<file path="src/rtl/rs_gf_pkg.sv">
// rtl/rs_gf_pkg.sv - GF(256) constants, RS(16,8) generator and helpers shared by encoder and decoder
package rs_gf_pkg;

    localparam int SYM_BW = 8;
    localparam int N_NUM  = 16;
    localparam int K_NUM  = 8;
    localparam int R_NUM  = N_NUM - K_NUM;

    localparam logic [8:0] PRIM_POLY = 9'h11d;

    // g(x) = prod_{i=0..7}(x + a^i); index is the power of x, x^8 term (01) implicit
    localparam logic [7:0] RS_GEN [0:7] = '{
        8'h18, 8'hc8, 8'had, 8'hef, 8'h36, 8'h51, 8'h0b, 8'hff
    };

    typedef enum logic {
        DATA   = 1'b0,
        PARITY = 1'b1
    } enc_state_e;

    // Shift-and-add multiply; folds to a pure XOR network when one operand is constant
    function automatic logic [7:0] gf_mul(input logic [7:0] a, input logic [7:0] b);
        logic [7:0] acc;
        logic [7:0] x;
        acc = '0;
        x   = a;
        for (int i = 0; i < 8; i++) begin
            if (b[i]) begin
                acc = acc ^ x;
            end
            x = x[7] ? ((x << 1) ^ PRIM_POLY[7:0]) : (x << 1);
        end
        return acc;
    endfunction

endpackage

</file>
<file path="src/rtl/rs_gf_cmul.sv">
// rtl/rs_gf_cmul.sv - GF(256) multiply by a fixed coefficient
module rs_gf_cmul
    import rs_gf_pkg::*;
#(
    parameter logic [7:0] COEF = 8'h01
) (
    input  logic [7:0] a,
    output logic [7:0] y
);

    assign y = gf_mul(a, COEF);

endmodule

</file>
<file path="src/rtl/rs_enc_16_8.sv">
// rtl/rs_enc_16_8.sv - systematic RS(16,8) encoder, data then parity (highest degree first)
module rs_enc_16_8
    import rs_gf_pkg::*;
#(
    parameter int SYM_BW = 8,
    parameter int N_NUM  = 16,
    parameter int K_NUM  = 8
) (
    input  logic              clk,
    input  logic              rst_n,
    input  logic              in_valid,
    output logic              in_ready,
    input  logic [SYM_BW-1:0] in_data,
    output logic              out_valid,
    input  logic              out_ready,
    output logic [SYM_BW-1:0] out_data,
    output logic              out_sop,
    output logic              out_eop
);

    localparam int R_LEN = N_NUM - K_NUM;

    enc_state_e        state, state_d;
    logic [3:0]        sym_cnt, cnt_d;
    logic [SYM_BW-1:0] par_q [0:R_LEN-1];
    logic [SYM_BW-1:0] par_d [0:R_LEN-1];
    logic [SYM_BW-1:0] prod  [0:R_LEN-1];
    logic [SYM_BW-1:0] fb;
    logic [SYM_BW-1:0] data_d;
    logic              valid_d, sop_d, eop_d;
    logic              alive;
    logic              slot_free, accept;

    // alive keeps in_ready low while reset is asserted and for the first cycle after
    assign slot_free = !out_valid || out_ready;
    assign in_ready  = alive && (state == DATA) && slot_free;
    assign accept    = in_valid && in_ready;
    assign fb        = in_data ^ par_q[R_LEN-1];

    for (genvar g = 0; g < R_LEN; g++) begin : g_cmul
        rs_gf_cmul #(
            .COEF (RS_GEN[g])
        ) u_cmul (
            .a (fb),
            .y (prod[g])
        );
    end

    always_comb begin
        state_d = state;
        cnt_d   = sym_cnt;
        par_d   = par_q;
        valid_d = out_valid;
        data_d  = out_data;
        sop_d   = out_sop;
        eop_d   = out_eop;

        if (slot_free) begin
            valid_d = 1'b0;
            sop_d   = 1'b0;
            eop_d   = 1'b0;
        end

        case (state)
            DATA: begin
                if (accept) begin
                    par_d[0] = prod[0];
                    for (int i = 1; i < R_LEN; i++) begin
                        par_d[i] = par_q[i-1] ^ prod[i];
                    end
                    data_d  = in_data;
                    valid_d = 1'b1;
                    sop_d   = (sym_cnt == 4'd0);
                    eop_d   = 1'b0;
                    if (sym_cnt == 4'(K_NUM - 1)) begin
                        state_d = PARITY;
                        cnt_d   = 4'd0;
                    end else begin
                        cnt_d   = sym_cnt + 4'd1;
                    end
                end
            end
            PARITY: begin
                // Shifting zeros in leaves P cleared after the last parity symbol
                if (slot_free) begin
                    data_d   = par_q[R_LEN-1];
                    par_d[0] = '0;
                    for (int i = 1; i < R_LEN; i++) begin
                        par_d[i] = par_q[i-1];
                    end
                    valid_d = 1'b1;
                    sop_d   = 1'b0;
                    eop_d   = (sym_cnt == 4'(R_LEN - 1));
                    if (sym_cnt == 4'(R_LEN - 1)) begin
                        state_d = DATA;
                        cnt_d   = 4'd0;
                    end else begin
                        cnt_d   = sym_cnt + 4'd1;
                    end
                end
            end
            default: begin
                state_d = DATA;
                cnt_d   = 4'd0;
            end
        endcase
    end

    always_ff @(posedge clk or negedge rst_n) begin
        if (!rst_n) begin
            state     <= DATA;
            sym_cnt   <= 4'd0;
            for (int i = 0; i < R_LEN; i++) begin
                par_q[i] <= '0;
            end
            out_valid <= 1'b0;
            out_data  <= '0;
            out_sop   <= 1'b0;
            out_eop   <= 1'b0;
            alive     <= 1'b0;
        end else begin
            state     <= state_d;
            sym_cnt   <= cnt_d;
            par_q     <= par_d;
            out_valid <= valid_d;
            out_data  <= data_d;
            out_sop   <= sop_d;
            out_eop   <= eop_d;
            alive     <= 1'b1;
        end
    end

endmodule

</file>
<file path="config.mk">
export PLATFORM = sky130hd
export DESIGN_NAME = rs_enc_16_8
export DESIGN_NICKNAME = d
export VERILOG_FILES = /design/src/rtl/rs_gf_pkg.sv /design/src/rtl/rs_gf_cmul.sv /design/src/rtl/rs_enc_16_8.sv
export SDC_FILE = /design/constraint.sdc
export NUM_CORES = 1
export LEC_CHECK = 0
export CORE_MARGIN = 4
export CORE_UTILIZATION = 57
export CTS_CLUSTER_DIAMETER = 50
export DETAILED_ROUTE_END_ITERATION = 8
export GPL_ROUTABILITY_DRIVEN = 0
export PLACE_DENSITY = 0.83
export SYNTH_ARGS = -nofsm -noshare
export SYNTH_HDL_FRONTEND = slang
export SYNTH_HIERARCHICAL = 1
export SYNTH_SLANG_ARGS = --single-unit
export TNS_END_PERCENT = 1
</file>
<file path="constraint.sdc">
create_clock -name clk -period 6.1 [get_ports clk]
set_input_delay 1.22 -clock clk [delete_from_list [all_inputs] [get_ports clk]]
set_output_delay 1.22 -clock clk [all_outputs]
set_load 0.01 [all_outputs]
</file>
==> flow_metrics.tcl, run 1 <==
set metrics [dict create \
    post-dp-hpwl_um 6770 \
    synth_compound_area_share_pct 14.0 \
    crit_arrival_ps 3130 \
    ioPinCount 24 \
    tns_ps 0 \
    slew_violations 0 \
    cp.required_ps 4880 \
    syn-num-nets 532 \
    status "completed" \
    crit_chain "clkdlybuf4s50_1 > and2b_2 > buf_4 > nor3b_1 > clkdlybuf4s50_1" \
    dr_total_vias 3698 \
    die_h_um 106 \
    yosysTopAreaCell "dfrtp_1" \
    relSlewSlack_pct 18.4 \
    skew_ps 11.1 \
    finalSetupViolations 0 \
    synth-seq-cells 81 \
    design.die.area_mm2 0.0112 \
    yosysSeqAreaShare_pct 37.2 \
    synth_edf_count 0 \
    path_class "in2out" \
    core_region_area_mm2 0.00928 \
    min_period_over_period_pct 71.2 \
    synth_top_family_by_area "XOR/XNOR gates" \
    path_buf_inv 3 \
    clockBufferDepth 2 \
    synth_xor_area_share_pct 33.9 \
    cts-htree-levels 3 \
    grt_max_degree 73 \
    synthDistinctLibCells 38 \
    antenna_found_initial 0 \
    cts.sinks 81 \
    synth_most_common_cell "o21ai_0" \
    vias_per_cell 5.59 \
    cts_resized 0 \
    nets 542 \
    startpoint_type "input pin" \
    cts_hold_buf 0 \
    grt_first_pass_wirelength_um 19000 \
    synth_common_cells "o21ai_0, xnor2_1, dfrtp_1" \
    ys_top_cells_by_area "dfrtp_1, xnor2_1, o21ai_0, xnor3_1, nor2b_1" \
    max_freq_ghz 0.230 \
    synth_area_per_cell_um2 10.5 \
    syn_inst 518 \
    cts_buffers 9 \
    finalHoldViolations 0 \
    critical_path.slowest_cell "clkdlybuf4s50_1" \
    diodes 0 \
    start_util_pct 58.7 \
    io_buffers 23 \
    synth_top_area_share_pct 37.2 \
    cap_violations 0 \
    overflow 0 \
    synth_mux_area_share_pct 1.68 \
    drc_errors 0 \
    netlist_area_mm2 0.00545 \
    drive_gt1_share_pct 10.1 \
    tightest_slew_ps 1220 \
    critical_path.top_delay_family "buffers and inverters" \
    clk_latency_ps 360 \
    syn2layout_area_growth_pct 10.2 \
    rsz0062_at_grt "no" \
    yosys.area_share.simple_pct 8.82 \
    cts-root-buf "clkbuf_8" \
    drtIter0Drc 256 \
    grt_pass1_vias 3879 \
    cts_tree "built" \
    ant_nets 0 \
    grtUsageTotal_pct 21.1 \
    max_stage_delay_ps 580 \
    die_x_um 106 \
    stdcell_area_mm2 0.00600 \
    wire_per_inst_um 16.8 \
    dr.pass1.iters 4 \
    period_needed_ps 4350 \
    placed_area_mm2 0.00579 \
    ys_warn_count 6 \
    cts_setup_buffers 0 \
    end_kind "primary output" \
    synthArstFlopShare_pct 100 \
    fin_util_pct 64.7 \
    rows 35 \
    synthAdderAreaFrac_pct 0.459 \
    critical_path.most_common_cell "clkdlybuf4s50_1" \
    clkTransAtPathRegs_ps 80 \
    synth_ff_type "dfrtp_1" \
    worst-path-max-fanout 70 \
    wl_um 11100 \
    hold_ws_ps 505 \
    min_path_type "reg2reg" \
]
final timing paths:
check / slack (ps) / end / start / cells after the start
setup / recovery: 1750 / in_ready / out_ready / 5
hold / removal: 500 / flip-flop / flip-flop / 2
setup reg to reg: 3350 / par_q[32] / par_q[0] / 7
hold reg to reg: 500 / flip-flop / flip-flop / 2
max in group asynchronous: 4270 / par_q[38] / rst_n / 2
min in group asynchronous: 780 / out_data[2] / rst_n / 1
logic make-up (layout without fill, tap and decap cells):
family | after synthesis | after routing
flops | 81 | 81
fa+ha+maj | 2 | 2
simple gates | 74 | 74
compound gates | 144 | 144
buf+inv | 38 | 53
xor+xnor | 169 | 169
mux | 9 | 9
other cells | 1 | 1
layer usage:
metal	vias up	GRT usage, %	routed length, um
met2	67	36.4	5770
li1	1739	-	-
met1	1872	27.0	4770
met4	0	5.55	181
met3	20	4.41	410
met5	-	0	0
cell type report:
| type | instances | area [um^2] |
|---|---|---|
| Fill cell | 738 | 3280 |
| Sequential cell | 81 | 2030 |
| Tap cell | 129 | 161 |
| Timing Repair Buffer | 35 | 318 |
| Multi-Input combinational cell | 399 | 3280 |
| Clock inverter | 6 | 82.6 |
| Inverter | 2 | 7.51 |
| Clock buffer | 10 | 128 |
placed cells by master, fill, tap and decap left out, types with 2 or more instances in the layout:
cell and instances:
xnor3_1 14, bufinv_16 2, ha_1 2, clkdlybuf4s50_1 22
a22o_1 8, xor3_4 2, xor2_1 19, clkinv_2 3
nor2b_1 40, nor2_1 3, and2b_1 16, xor2_2 12
dfrtp_1 80, clkbuf_8 9, mux2i_1 8, inv_1 2
nand2_1 3, xor3_2 2, xnor2_2 4, o21ai_0 124
buf_4 13, xnor2_1 113, xor3_1 3, o21ai_1 9
nand3_1 3
flip-flops by register name, indices dropped and copies added (netlist names), named ones only:
register	flops
state	1
out_sop	1
par_q	64
alive	1
sym_cnt	4
out_data	8
out_valid	1
tightest hold or removal path, cell delays in order, from the launching register on:
cell and delay [ps]:
dfrtp_1 350, nand2_1 50, o21ai_0 70
stage by stage:
stage,std cells,worst slack [ps]
after floorplan,518,2050
after global placement,646,1840
after detailed placement,646,1760
after CTS,662,1770
after global routing,662,1700
final,662,1750
Power of run 1 is left out: the tool's default activity adds up to more than one toggle a clock period on the data nets, which glitch-free logic cannot reach.
==> run 2: changes to the inputs <==
--- a/config.mk
+++ b/config.mk
@@ -6,11 +6,11 @@
 export NUM_CORES = 1
 export LEC_CHECK = 0
 export CORE_MARGIN = 4
-export CORE_UTILIZATION = 57
+export CORE_UTILIZATION = 56
 export CTS_CLUSTER_DIAMETER = 50
 export DETAILED_ROUTE_END_ITERATION = 8
 export GPL_ROUTABILITY_DRIVEN = 0
-export PLACE_DENSITY = 0.83
+export PLACE_DENSITY = 0.85
 export SYNTH_ARGS = -nofsm -noshare
 export SYNTH_HDL_FRONTEND = slang
 export SYNTH_HIERARCHICAL = 1
==> constraint.sdc (replaced) <==
create_clock -name clk -period 3.89 [get_ports clk]
set_input_delay 0.778 -clock clk [delete_from_list [all_inputs] [get_ports clk]]
set_output_delay 0.778 -clock clk [all_outputs]
set_load 0.01 [all_outputs]
==> flow_metrics.tcl, run 2 (same netlist as run 1, synthesis figures left out) <==
set metrics [dict create \
    status "completed" \
    cts-root-buf "clkbuf_8" \
    diodes 0 \
    cts_buffers 9 \
    min_period_over_period_pct 76.7 \
    cts_resized 0 \
    slew_violations 0 \
    dr_total_vias 3770 \
    dp_cells 651 \
    grt_pass1_vias 3888 \
    grt_max_degree 82 \
    grt_first_pass_wirelength_um 19100 \
    clkTransAtPathRegs_ps 80 \
    rsz0062_at_grt "no" \
    skew_ps 7.85 \
    tns_ps 0 \
    core_region_area_mm2 0.00937 \
    start_util_pct 58.1 \
    cap_violations 0 \
    wl_um 11400 \
    drive_gt1_share_pct 11.0 \
    ioPinCount 24 \
    worst-path-max-fanout 2 \
    dr.pass1.iters 4 \
    end_kind "primary output" \
    design.die.area_mm2 0.0114 \
    syn2layout_area_growth_pct 10.2 \
    top_regs "par_q: 64 flops, out_data: 8 flops, sym_cnt: 4 flops" \
    finalNonFillerCells 667 \
    critical_path.slowest_cell "clkdlybuf4s50_1" \
    critical_path.most_common_cell "clkdlybuf4s50_1" \
    drc_errors 0 \
    regMostFlops "par_q" \
    r2r_setup_slack_ps 1520 \
    die_x_um 107 \
    die_h_um 107 \
    cts_setup_buffers 0 \
    relSlewSlack_pct 31.3 \
    cp.required_ps 3110 \
    path_class "in2out" \
    cts-htree-levels 3 \
    max_freq_ghz 0.335 \
    clockBufferDepth 2 \
    rows 35 \
    crit_arrival_ps 2200 \
    wire_per_inst_um 17.1 \
    overflow 0 \
    final_common_cell "o21ai_0" \
    min_path_type "reg2reg" \
    tightest_slew_ps 1030 \
    antenna_found_initial 0 \
    largest_reg_flops 64 \
    io_buffers 23 \
    crit_chain "clkdlybuf4s50_1 > and2b_2 > nor3b_1 > clkdlybuf4s50_1" \
    ant_nets 0 \
    startpoint_type "input pin" \
    drtIter0Drc 221 \
    grtUsageTotal_pct 21.2 \
    finalHoldViolations 0 \
    nets 547 \
    vias_per_cell 5.65 \
    max_stage_delay_ps 560 \
    mostFrequentLayoutCells "o21ai_0, xnor2_1, dfrtp_1, nor2b_1, clkdlybuf4s50_1" \
    period_needed_ps 2980 \
    cts.sinks 81 \
    finalSetupViolations 0 \
    cts_hold_buf 0 \
    post-dp-hpwl_um 7290 \
    clk_latency_ps 360 \
    cts_tree "built" \
    fillers 747 \
]
[run 2: per-layer routing]
layer	up-vias	GRT usage (%)	part of all wire, %
li1	1749	-	-
met1	1894	26.4	42
met2	99	36.2	51
met3	28	3.25	4.0
met4	0	10.5	2.9
met5	-	0	0
[run 2: worst paths after layout]
check                           from          end  depth (start not counted)
max                        out_ready     in_ready                          4
min                        flip-flop    flip-flop                          2
max reg2reg                 par_q[7]    par_q[16]                          6
min reg2reg                flip-flop    flip-flop                          2
max in group asynchronous      rst_n        state                          1
min in group asynchronous      rst_n  out_data[2]                          1
[run 2: stage by stage]
stage,hold slack (ps),util (%),cell area (um^2),worst slack (ps)
final,493,64.1,6000,908
after global routing,529,64.1,6000,850
after CTS,497,64.1,6000,902
after detailed placement,479,62.2,5830,665
after global placement,464,62.2,5830,705
after floorplan,482,-,5450,278
[run 2: critical path: cells and delay by family]
family / cells / cell delay [ps]
buffers and inverters: 2 / 1030
AND/OR/NAND/NOR: 2 / 400
[run 2: final cells by class]
type | count | area [um^2] | share of cell area, %
Timing Repair Buffer | 40 | 355 | 5.92
Sequential cell | 81 | 2030 | 33.8
Inverter | 2 | 7.51 | 0.125
Multi-Input combinational cell | 399 | 3280 | 54.6
Tap cell | 129 | 161 | 2.69
Clock buffer | 11 | 141 | 2.35
Clock inverter | 5 | 31.3 | 0.521
Power of run 2 is left out for the same reason.
==> run 3: changes to the inputs <==
--- a/config.mk
+++ b/config.mk
@@ -6,11 +6,11 @@
 export NUM_CORES = 1
 export LEC_CHECK = 0
 export CORE_MARGIN = 4
-export CORE_UTILIZATION = 56
+export CORE_UTILIZATION = 57
 export CTS_CLUSTER_DIAMETER = 50
 export DETAILED_ROUTE_END_ITERATION = 8
 export GPL_ROUTABILITY_DRIVEN = 0
-export PLACE_DENSITY = 0.85
+export PLACE_DENSITY = 0.83
 export SYNTH_ARGS = -nofsm -noshare
 export SYNTH_HDL_FRONTEND = slang
 export SYNTH_HIERARCHICAL = 1
==> constraint.sdc (replaced) <==
create_clock -name clk -period 2.9 [get_ports clk]
set_input_delay 0.58 -clock clk [delete_from_list [all_inputs] [get_ports clk]]
set_output_delay 0.58 -clock clk [all_outputs]
set_load 0.01 [all_outputs]
==> flow_metrics.tcl, run 3 (same netlist as run 1, synthesis figures left out) <==
set metrics [dict create \
    grt_first_pass_wirelength_um 19600 \
    worst-path-max-fanout 2 \
    design.die.area_mm2 0.0112 \
    syn2layout_area_growth_pct 13.7 \
    startpoint_type "input pin" \
    diodes 0 \
    r2r_setup_slack_ps 800 \
    die_x_um 106 \
    min_period_over_period_pct 90.3 \
    vias_per_cell 5.50 \
    clkTransAtPathRegs_ps 90 \
    slew_violations 0 \
    die_h_um 106 \
    cts_setup_buffers 0 \
    critical_path.top_delay_family "buffers and inverters" \
    cts_resized 0 \
    worstReg2RegStart "par_q[7]" \
    rsz0062_at_grt "no" \
    drtIter0Drc 228 \
    grt_pass1_vias 3886 \
    clk_latency_ps 360 \
    status "completed" \
    post-dp-hpwl_um 7030 \
    dr.pass1.iters 4 \
    wl_um 11200 \
    relSlewSlack_pct 48.8 \
    skew_ps 10.9 \
    cap_violations 0 \
    finalSetupViolations 0 \
    cts_tree "built" \
    crit_chain "clkdlybuf4s50_1 > and2b_2 > nor3b_1 > clkdlybuf4s50_1" \
    period_needed_ps 2620 \
    finalHoldViolations 0 \
    ant_nets 0 \
    final_common_cell "o21ai_0" \
    regMostFlops "par_q" \
    rows 35 \
    largest_reg_flops 64 \
    critical_path.slowest_cell "clkdlybuf4s50_1" \
    start_util_pct 58.7 \
    nets 548 \
    io_buffers 23 \
    cts.sinks 81 \
    crit_arrival_ps 2040 \
    grt_max_degree 73 \
    tightest_slew_ps 768 \
    mostFrequentLayoutCells "o21ai_0, xnor2_1, dfrtp_1, nor2b_1, clkdlybuf4s50_1" \
    drc_errors 0 \
    cts-htree-levels 3 \
    overflow 0 \
    cts-root-buf "clkbuf_8" \
    wire_per_inst_um 16.8 \
    critical_path.most_common_cell "clkdlybuf4s50_1" \
    top_regs "par_q: 64 flops, out_data: 8 flops, sym_cnt: 4 flops" \
    antenna_found_initial 0 \
    rr_worst_depth 7 \
    path_class "in2out" \
    dp_cells 652 \
    core_region_area_mm2 0.00928 \
    grtUsageTotal_pct 21.7 \
    cts_buffers 9 \
    ioPinCount 24 \
    dr_total_vias 3676 \
    cp.required_ps 2320 \
    max_freq_ghz 0.382 \
    min_path_type "in2async" \
    finalNonFillerCells 668 \
    end_kind "primary output" \
    reg2reg_to "par_q[23]" \
    cts_hold_buf 0 \
    clockBufferDepth 2 \
    max_stage_delay_ps 560 \
    drive_gt1_share_pct 11.1 \
    path_buf_inv 2 \
]
[run 3: cell types whose count changed in the layout (fill, tap and decap cells not counted)]
cell       before  now
buf_12          0    9
clkinv_2        3    1
bufinv_16       0    3
buf_4          18   10
clkinv_4        1    0
[run 3: worst max path at each step]
stage,from,to,slack (ps),depth (start not counted)
detailed placement,in_data[2],par_q[16],140,7
floorplan,in_data[4],par_q[0],-300,6
global route,out_ready,in_ready,230,4
finish,out_ready,in_ready,280,4
global placement,in_data[6],par_q[16],180,7
CTS,out_ready,in_ready,270,4
[run 3: per-layer routing]
layer  vias up  track usage (%)  share of wire (%)
met5         -                0                  0
met4         0             5.27                1.4
met3        16             4.53                4.1
met2        70             37.2                 51
met1      1846             28.3                 43
li1       1744                -                  -
[run 3: area by class of cell]
class / count / area, um^2
Timing Repair Buffer: 41 / 475
Fill cell: 697 / 3090
Clock buffer: 11 / 141
Inverter: 2 / 7.51
Tap cell: 129 / 161
Sequential cell: 81 / 2030
Multi-Input combinational cell: 399 / 3280
Clock inverter: 5 / 103
[run 3: per-stage QoR]
| stage | worst slack (ps) | hold WS, ps | TNS [ps] | area (um^2) | util, % |
|---|---|---|---|---|---|
| after detailed placement | 138 | 488 | 0 | 5950 | 64.1 |
| after global routing | 233 | 247 | 0 | 6200 | 66.7 |
| after floorplan | -303 | 284 | -3530 | 5470 | - |
| final | 282 | 208 | 0 | 6200 | 66.7 |
| after CTS | 272 | 243 | 0 | 6200 | 66.7 |
| after global placement | 177 | 468 | 0 | 5950 | 64.1 |
Power of run 3 is left out for the same reason.
